## config.mk

```make
export PLATFORM = sky130hd
export DESIGN_NAME = timer_bcd_countdown
export DESIGN_NICKNAME = d
export VERILOG_FILES = /design/src/rtl/timer_bcd_countdown_pkg.sv /design/src/rtl/bcd_down_digit.sv /design/src/rtl/timer_bcd_countdown.sv
export SDC_FILE = /design/constraint.sdc
export NUM_CORES = 1
export LEC_CHECK = 0
export ABC_AREA = 0
export BUFFER_PORTS_ARGS = -buffer_cell sky130_fd_sc_hd__buf_4
export CAP_MARGIN = 15
export CORE_MARGIN = 4
export CORE_UTILIZATION = 35
export CTS_BUF_LIST = sky130_fd_sc_hd__clkbuf_16
export DETAILED_ROUTE_END_ITERATION = 8
export SLEW_MARGIN = 5
export SYNTH_ARGS = -nofsm -noshare
export SYNTH_HDL_FRONTEND = slang
export SYNTH_HIERARCHICAL = 1
export SYNTH_SLANG_ARGS = --single-unit
export TNS_END_PERCENT = 20
```

## constraint.sdc

```tcl
create_clock -name clk -period 3.62 [get_ports clk]
set_input_delay 0.543 -clock clk [delete_from_list [all_inputs] [get_ports clk]]
set_output_delay 0.543 -clock clk [all_outputs]
set_load 0.03 [all_outputs]
```

## src/rtl/timer_bcd_countdown_pkg.sv

```systemverilog
// rtl/timer_bcd_countdown_pkg.sv - state encoding and BCD limits shared by the countdown timer
package timer_bcd_countdown_pkg;

   typedef enum logic [1:0] {
      ST_IDLE  = 2'd0,
      ST_RUN   = 2'd1,
      ST_PAUSE = 2'd2,
      ST_DONE  = 2'd3
   } state_t;

   localparam logic [3:0] BCD_MAX      = 4'd9;
   localparam logic [3:0] SEC_TENS_MAX = 4'd5;

   // Keypad entry may leave 6..9 in the seconds-tens slot; counting needs 0..5.
   function automatic logic [3:0] clamp_tens(input logic [3:0] d);
      return (d > SEC_TENS_MAX) ? SEC_TENS_MAX : d;
   endfunction

endpackage

```

## src/rtl/bcd_down_digit.sv

```systemverilog
// rtl/bcd_down_digit.sv - one BCD down-counting digit with borrow chain and parallel load
module bcd_down_digit
   import timer_bcd_countdown_pkg::*;
#(
   parameter logic [3:0] MAXV = BCD_MAX
) (
   input  logic       clk,
   input  logic       clear,
   input  logic       load,
   input  logic [3:0] load_val,
   input  logic       dec,
   input  logic       borrow_in,
   output logic [3:0] q,
   output logic       borrow_out,
   output logic       is_zero
);

   always_ff @(posedge clk) begin
      if (clear) begin
         q <= 4'd0;
      end else if (load) begin
         q <= load_val;
      end else if (dec && borrow_in) begin
         q <= (q == 4'd0) ? MAXV : q - 4'd1;
      end
   end

   assign is_zero    = (q == 4'd0);
   assign borrow_out = is_zero & borrow_in;

endmodule

```

## src/rtl/timer_bcd_countdown.sv

```systemverilog
// rtl/timer_bcd_countdown.sv - BCD min:sec countdown timer; alarm output enabled by TIMER_ALARM_EN
module timer_bcd_countdown
   import timer_bcd_countdown_pkg::*;
#(
   parameter int MIN_DIGITS = 1
`ifdef TIMER_ALARM_EN
  ,parameter int ALARM_TICKS = 3
`endif
) (
   input  logic                    clk,
   input  logic                    clear,
   input  logic                    tick,
   input  logic                    key_valid,
   input  logic [3:0]              key_data,
   input  logic                    start,
   input  logic                    stop,
   output logic [3:0]              sec_units,
   output logic [3:0]              sec_tens,
   output logic [4*MIN_DIGITS-1:0] minutes,
   output logic                    zero,
   output logic                    running,
   output logic                    done
`ifdef TIMER_ALARM_EN
  ,output logic                    alarm
`endif
);

   localparam int ND = 2 + MIN_DIGITS;
   localparam int W  = 4 * ND;

   state_t         state, state_nxt;
   logic [W-1:0]   digits;
   logic [W-1:0]   load_val;
   logic [W-1:0]   shifted;
   logic [ND-1:0]  is_z;
   logic [ND:0]    borrow;
   logic           load;
   logic           dec;
   logic           expire;
   logic           key_ok;
   logic           last_sec;

   assign borrow[0] = 1'b1;

   // Digit 0 is seconds units, digit 1 seconds tens, the rest are minutes.
   for (genvar i = 0; i < ND; i++) begin : g_digit
      localparam logic [3:0] MAXV_I = (i == 1) ? SEC_TENS_MAX : BCD_MAX;
      bcd_down_digit #(.MAXV(MAXV_I)) u_digit (
         .clk        (clk),
         .clear      (clear),
         .load       (load),
         .load_val   (load_val[4*i +: 4]),
         .dec        (dec),
         .borrow_in  (borrow[i]),
         .q          (digits[4*i +: 4]),
         .borrow_out (borrow[i+1]),
         .is_zero    (is_z[i])
      );
   end

   assign zero      = borrow[ND];
   assign sec_units = digits[3:0];
   assign sec_tens  = digits[7:4];
   assign minutes   = digits[W-1:8];
   assign running   = (state == ST_RUN);

   assign key_ok   = key_valid && (key_data <= BCD_MAX);
   assign shifted  = {digits[W-5:0], key_data};
   // Value is exactly 0:01, so the next decrement reaches zero.
   assign last_sec = !is_z[0] && (digits[3:1] == 3'd0) && (&is_z[ND-1:1]);

   always_ff @(posedge clk) begin
      if (clear) begin
         state <= ST_IDLE;
         done  <= 1'b0;
      end else begin
         state <= state_nxt;
         done  <= expire;
      end
   end

   always_comb begin
      state_nxt = state;
      load      = 1'b0;
      load_val  = digits;
      dec       = 1'b0;
      expire    = 1'b0;
      case (state)
         ST_IDLE: begin
            if (stop) begin
               load     = 1'b1;
               load_val = '0;
            end else if (start && !zero) begin
               state_nxt     = ST_RUN;
               load          = 1'b1;
               load_val[7:4] = clamp_tens(digits[7:4]);
            end else if (key_ok) begin
               load     = 1'b1;
               load_val = shifted;
            end
         end
         ST_RUN: begin
            if (stop) begin
               state_nxt = ST_PAUSE;
            end else if (tick) begin
               dec = 1'b1;
               if (last_sec) begin
                  expire    = 1'b1;
                  state_nxt = ST_DONE;
               end
            end
         end
         ST_PAUSE: begin
            if (stop) begin
               state_nxt = ST_IDLE;
               load      = 1'b1;
               load_val  = '0;
            end else if (start) begin
               state_nxt = ST_RUN;
            end
         end
         ST_DONE: begin
            if (stop) begin
               state_nxt = ST_IDLE;
               load      = 1'b1;
               load_val  = '0;
            end else if (key_valid) begin
               state_nxt = ST_IDLE;
               load      = 1'b1;
               load_val  = key_ok ? {{(W-4){1'b0}}, key_data} : '0;
            end
         end
         default: state_nxt = ST_IDLE;
      endcase
   end

`ifdef TIMER_ALARM_EN
   localparam int AW = $clog2(ALARM_TICKS + 1);
   logic [AW-1:0] alarm_cnt;

   always_ff @(posedge clk) begin
      if (clear) begin
         alarm     <= 1'b0;
         alarm_cnt <= '0;
      end else if (expire) begin
         alarm     <= 1'b1;
         alarm_cnt <= '0;
      end else if (alarm && (stop || key_valid)) begin
         alarm <= 1'b0;
      end else if (alarm && tick) begin
         alarm_cnt <= alarm_cnt + AW'(1);
         if (alarm_cnt == AW'(ALARM_TICKS - 1)) begin
            alarm <= 1'b0;
         end
      end
   end
`endif

endmodule

```

==> results by group <==
Worst hold path
  • WHS Path Cells: 2
  • Hold Crit Class: reg -> reg
  • Hold Startpoint: g_digit[2].u_digit/q[0]
  • Worst hold endpoint: g_digit[2].u_digit/q[0]

Run status
  • Status: finished, final reports clean

CTS
  • H-tree depth: 1
  • Clock slew at reported path FFs: 50 ps
  • Total clock sinks: 15
  • Root Buffer: clkbuf_16
  • Post-CTS Resized: 0
  • CTS Buf Count: 3
  • Clock insertion delay at the later pin of the skew report: around 250 ps
  • CTS Hold Bufs: 0
  • CTS tree: done
  • Setup bufs post-CTS: 0
  • Max clock buf depth: 2

Route
  • DR pass1 iterations: 5
  • Wire length per cell: 14.70 um
  • Via count: 1305
  • Initial DRC count: 81
  • DRC violations left: 0
  • Final ANT Viol Nets: 0
  • Total wire length: ~3400 um
  • Via density: 5.699

Floorplan
  • Row Count: 21
  • IO Pins: 25
  • Core box area: 3416 sq um
  • Die Height: 68 um
  • Initial core utilization: a little under two fifths
  • Overall die width: 68 um
  • Die area: 4624 sq um

Yosys
  • Seq cells post-synth: 15
  • Synth Instances: 155
  • Mapped Area: 1260 sq um
  • Number of flops mapped to enable cells by yosys: 0
  • Ys Warns: 6
  • Synth cell types: 48
  • Avg Cell Area, Syn: slightly above 8 sq um
  • Sequential area share after synthesis: 23.83%
  • Ys flop type: dfxtp_1
  • Async SR Flop Fraction: 0%

Setup path
  • CP max-delay cell: a311o_1
  • CP Capture Type: register
  • Crit Path Max Fanout: 10
  • Startpoint Class: register
  • R2R Setup Slk: about 720 ps
  • R2R cell count: 11
  • Type of the worst setup path: reg -> reg
  • CP cell instances: nor4_1, and2_1, and2_1, and2_1, nand2b_4, nand3_2, a311o_1, a221o_1, inv_1, a21oi_1, o21a_1
  • Reg2reg start: g_digit[0].u_digit/q[2]
  • CP arrival: slightly above 3000 ps
  • CP max stage delay: roughly 500 ps
  • Crit-path most repeated cell: and2_1
  • Crit path required time: 3760 ps
  • R2r endpoint: g_digit[1].u_digit/q[2]

GRT
  • Largest net degree at the start of global routing: 16
  • Global Route Usage Sum: between 10% and 20%
  • Total grt overflow: 0
  • Initial antenna violation count: 0
  • First-pass GRT wire length: 5671 um
  • Vias in the first global route: 1240

STA
  • Final Setup Violations: 0
  • Hold Vio Cnt, Final: 0
  • Min Tclk post-route: 2896 ps
  • Slew Limit Headroom: 57.01%
  • RSZ-0062 raised after global routing: no
  • Fmax: about 0.35 GHz
  • Least-Margin Pin Slew: roughly 640 ps
  • Clock skew after layout: between 1.5 and 2 ps
  • Fin. max-slew vios: 0
  • Part of the cycle the worst path needs: 79.99%
  • Final TNS setup: 0 ps
  • WHS: 550.7 ps

Power
  • P per Cell Area: 870.2 nW/um^2
  • Worst ir drop on vdd: 0.0004283 V
  • Pleak: 0.0005989 uW

Final layout
  • Layout cell share with drive strength beyond 1: 27.32%
  • Area Growth Syn to Fin: 24.53%
  • Most frequent cells in the layout: 25 x buf_4, 15 x dfxtp_1, 14 x inv_1
  • ANT cells: 0
  • Most common cell after layout, fill and taps aside: buf_4
  • Nets: 198

Placed design
  • Post-DP HPWL: about 2600 um
  • GPL Wtd Cong: 0.8169
  • Port Buf Inserts: 24

Flow run
  • Max_cap viols: 0
==> through the flow <==
stage | setup slack [ps] | std cells | area (sq um) | total power (uW) | util (%)
2_1_floorplan | 665.4 | 158 | 1271 | 930.9 | -
3_3_place_gp | 818.1 | 225 | 1490 | 1134 | 43.63
3_5_place_dp | 752.9 | 225 | 1490 | 1144 | 43.63
4_1_cts | 731.0 | 229 | 1569 | 1368 | 45.93
5_1_grt | 513.8 | 229 | 1569 | 1468 | 45.93
6_report | 724.3 | 229 | 1569 | 1365 | 45.93
==> sequential cells by signal, summed over array words and instances, names as in the netlist <==
signal / flops
state: 2
g_digit.u_digit/q: 12
done: 1
==> worst max path at each step <==
stage | end | slack, ps | cells past startpoint | startpoint
after floorplan | g_digit[1].u_digit/q[2] | 670 | 12 | g_digit[0].u_digit/q[2]
after global placement | g_digit[1].u_digit/q[2] | 820 | 11 | g_digit[0].u_digit/q[2]
after detailed placement | g_digit[1].u_digit/q[2] | 750 | 11 | g_digit[0].u_digit/q[2]
after CTS | g_digit[1].u_digit/q[2] | 730 | 11 | g_digit[0].u_digit/q[2]
after global routing | g_digit[1].u_digit/q[2] | 510 | 11 | g_digit[0].u_digit/q[2]
final | g_digit[1].u_digit/q[2] | 720 | 11 | g_digit[0].u_digit/q[2]
==> synthesized netlist by cell type (2+ instances only) <==
cell	instances	area share (%)
a311oi_1	5	3.5
nor2_1	13	3.9
inv_1	13	3.9
a311o_1	4	3.2
a31oi_1	3	1.5
a311oi_2	2	2.4
o21a_1	2	1.2
o211ai_1	2	1.2
nor3_1	4	1.6
xnor2_1	2	1.4
a21o_1	2	1.2
nor2b_1	5	2.5
nand2b_1	2	0.99
a22o_2	8	6.4
nand3b_1	2	1.2
dfxtp_1	15	24
o21ai_0	4	1.6
a22o_1	3	2.1
nand3_1	6	2.4
clkbuf_1	2	0.60
a21oi_1	8	3.2
a221o_1	2	1.6
and4bb_4	2	2.6
ha_1	4	4.0
nor4_1	4	2.0
nand2_1	11	3.3
and2b_2	2	1.4
and2_1	3	1.5
==> critical path: cells and delay by family (launching register included) <==
family,cells,cell delay (ps)
buf+inv,1,60
simple gates,6,1310
compound gates,4,1040
flops,1,370
==> cell type report <==
| class | count | area (sq um) |
|---|---|---|
| Clock buffer | 3 | 75.07 |
| Clock inverter | 1 | 3.754 |
| Fill cell | 360 | 1847 |
| Inverter | 13 | 48.80 |
| Multi-Input combinational cell | 126 | 895.9 |
| Sequential cell | 15 | 300.3 |
| Tap cell | 46 | 57.56 |
| Timing Repair Buffer | 25 | 187.7 |
==> kinds of logic (layout without fill, tap and decap cells) <==
kind of cell	count (synthesis)	count (layout)	synth area share, %
buffers and inverters	17	42	5.959
xor gates and xnor gates	2	2	1.391
other	1	4	0.2976
and+or+nand+nor	66	66	32.57
DFF	15	15	23.83
adders and majority gates	4	4	3.972
AOI/OAI and AO/OA	50	50	31.98
==> power by group <==
part           switching [uW]  leakage, uW  total [uW]  internal, uW
sequential                104     0.000123         328           224
combinational             477     0.000434         821           344
clock                    70.3    0.0000423         217           147
==> layer usage <==
layer	vias to the layer above	track usage [%]	wire length [um]
met5	-	0	0
met4	0	5.459	76
met3	9	5.090	257
met2	47	26.11	1541
met1	613	19.86	1490
li1	636	-	-
No activity file was read; power rests on OpenSTA's default activity.
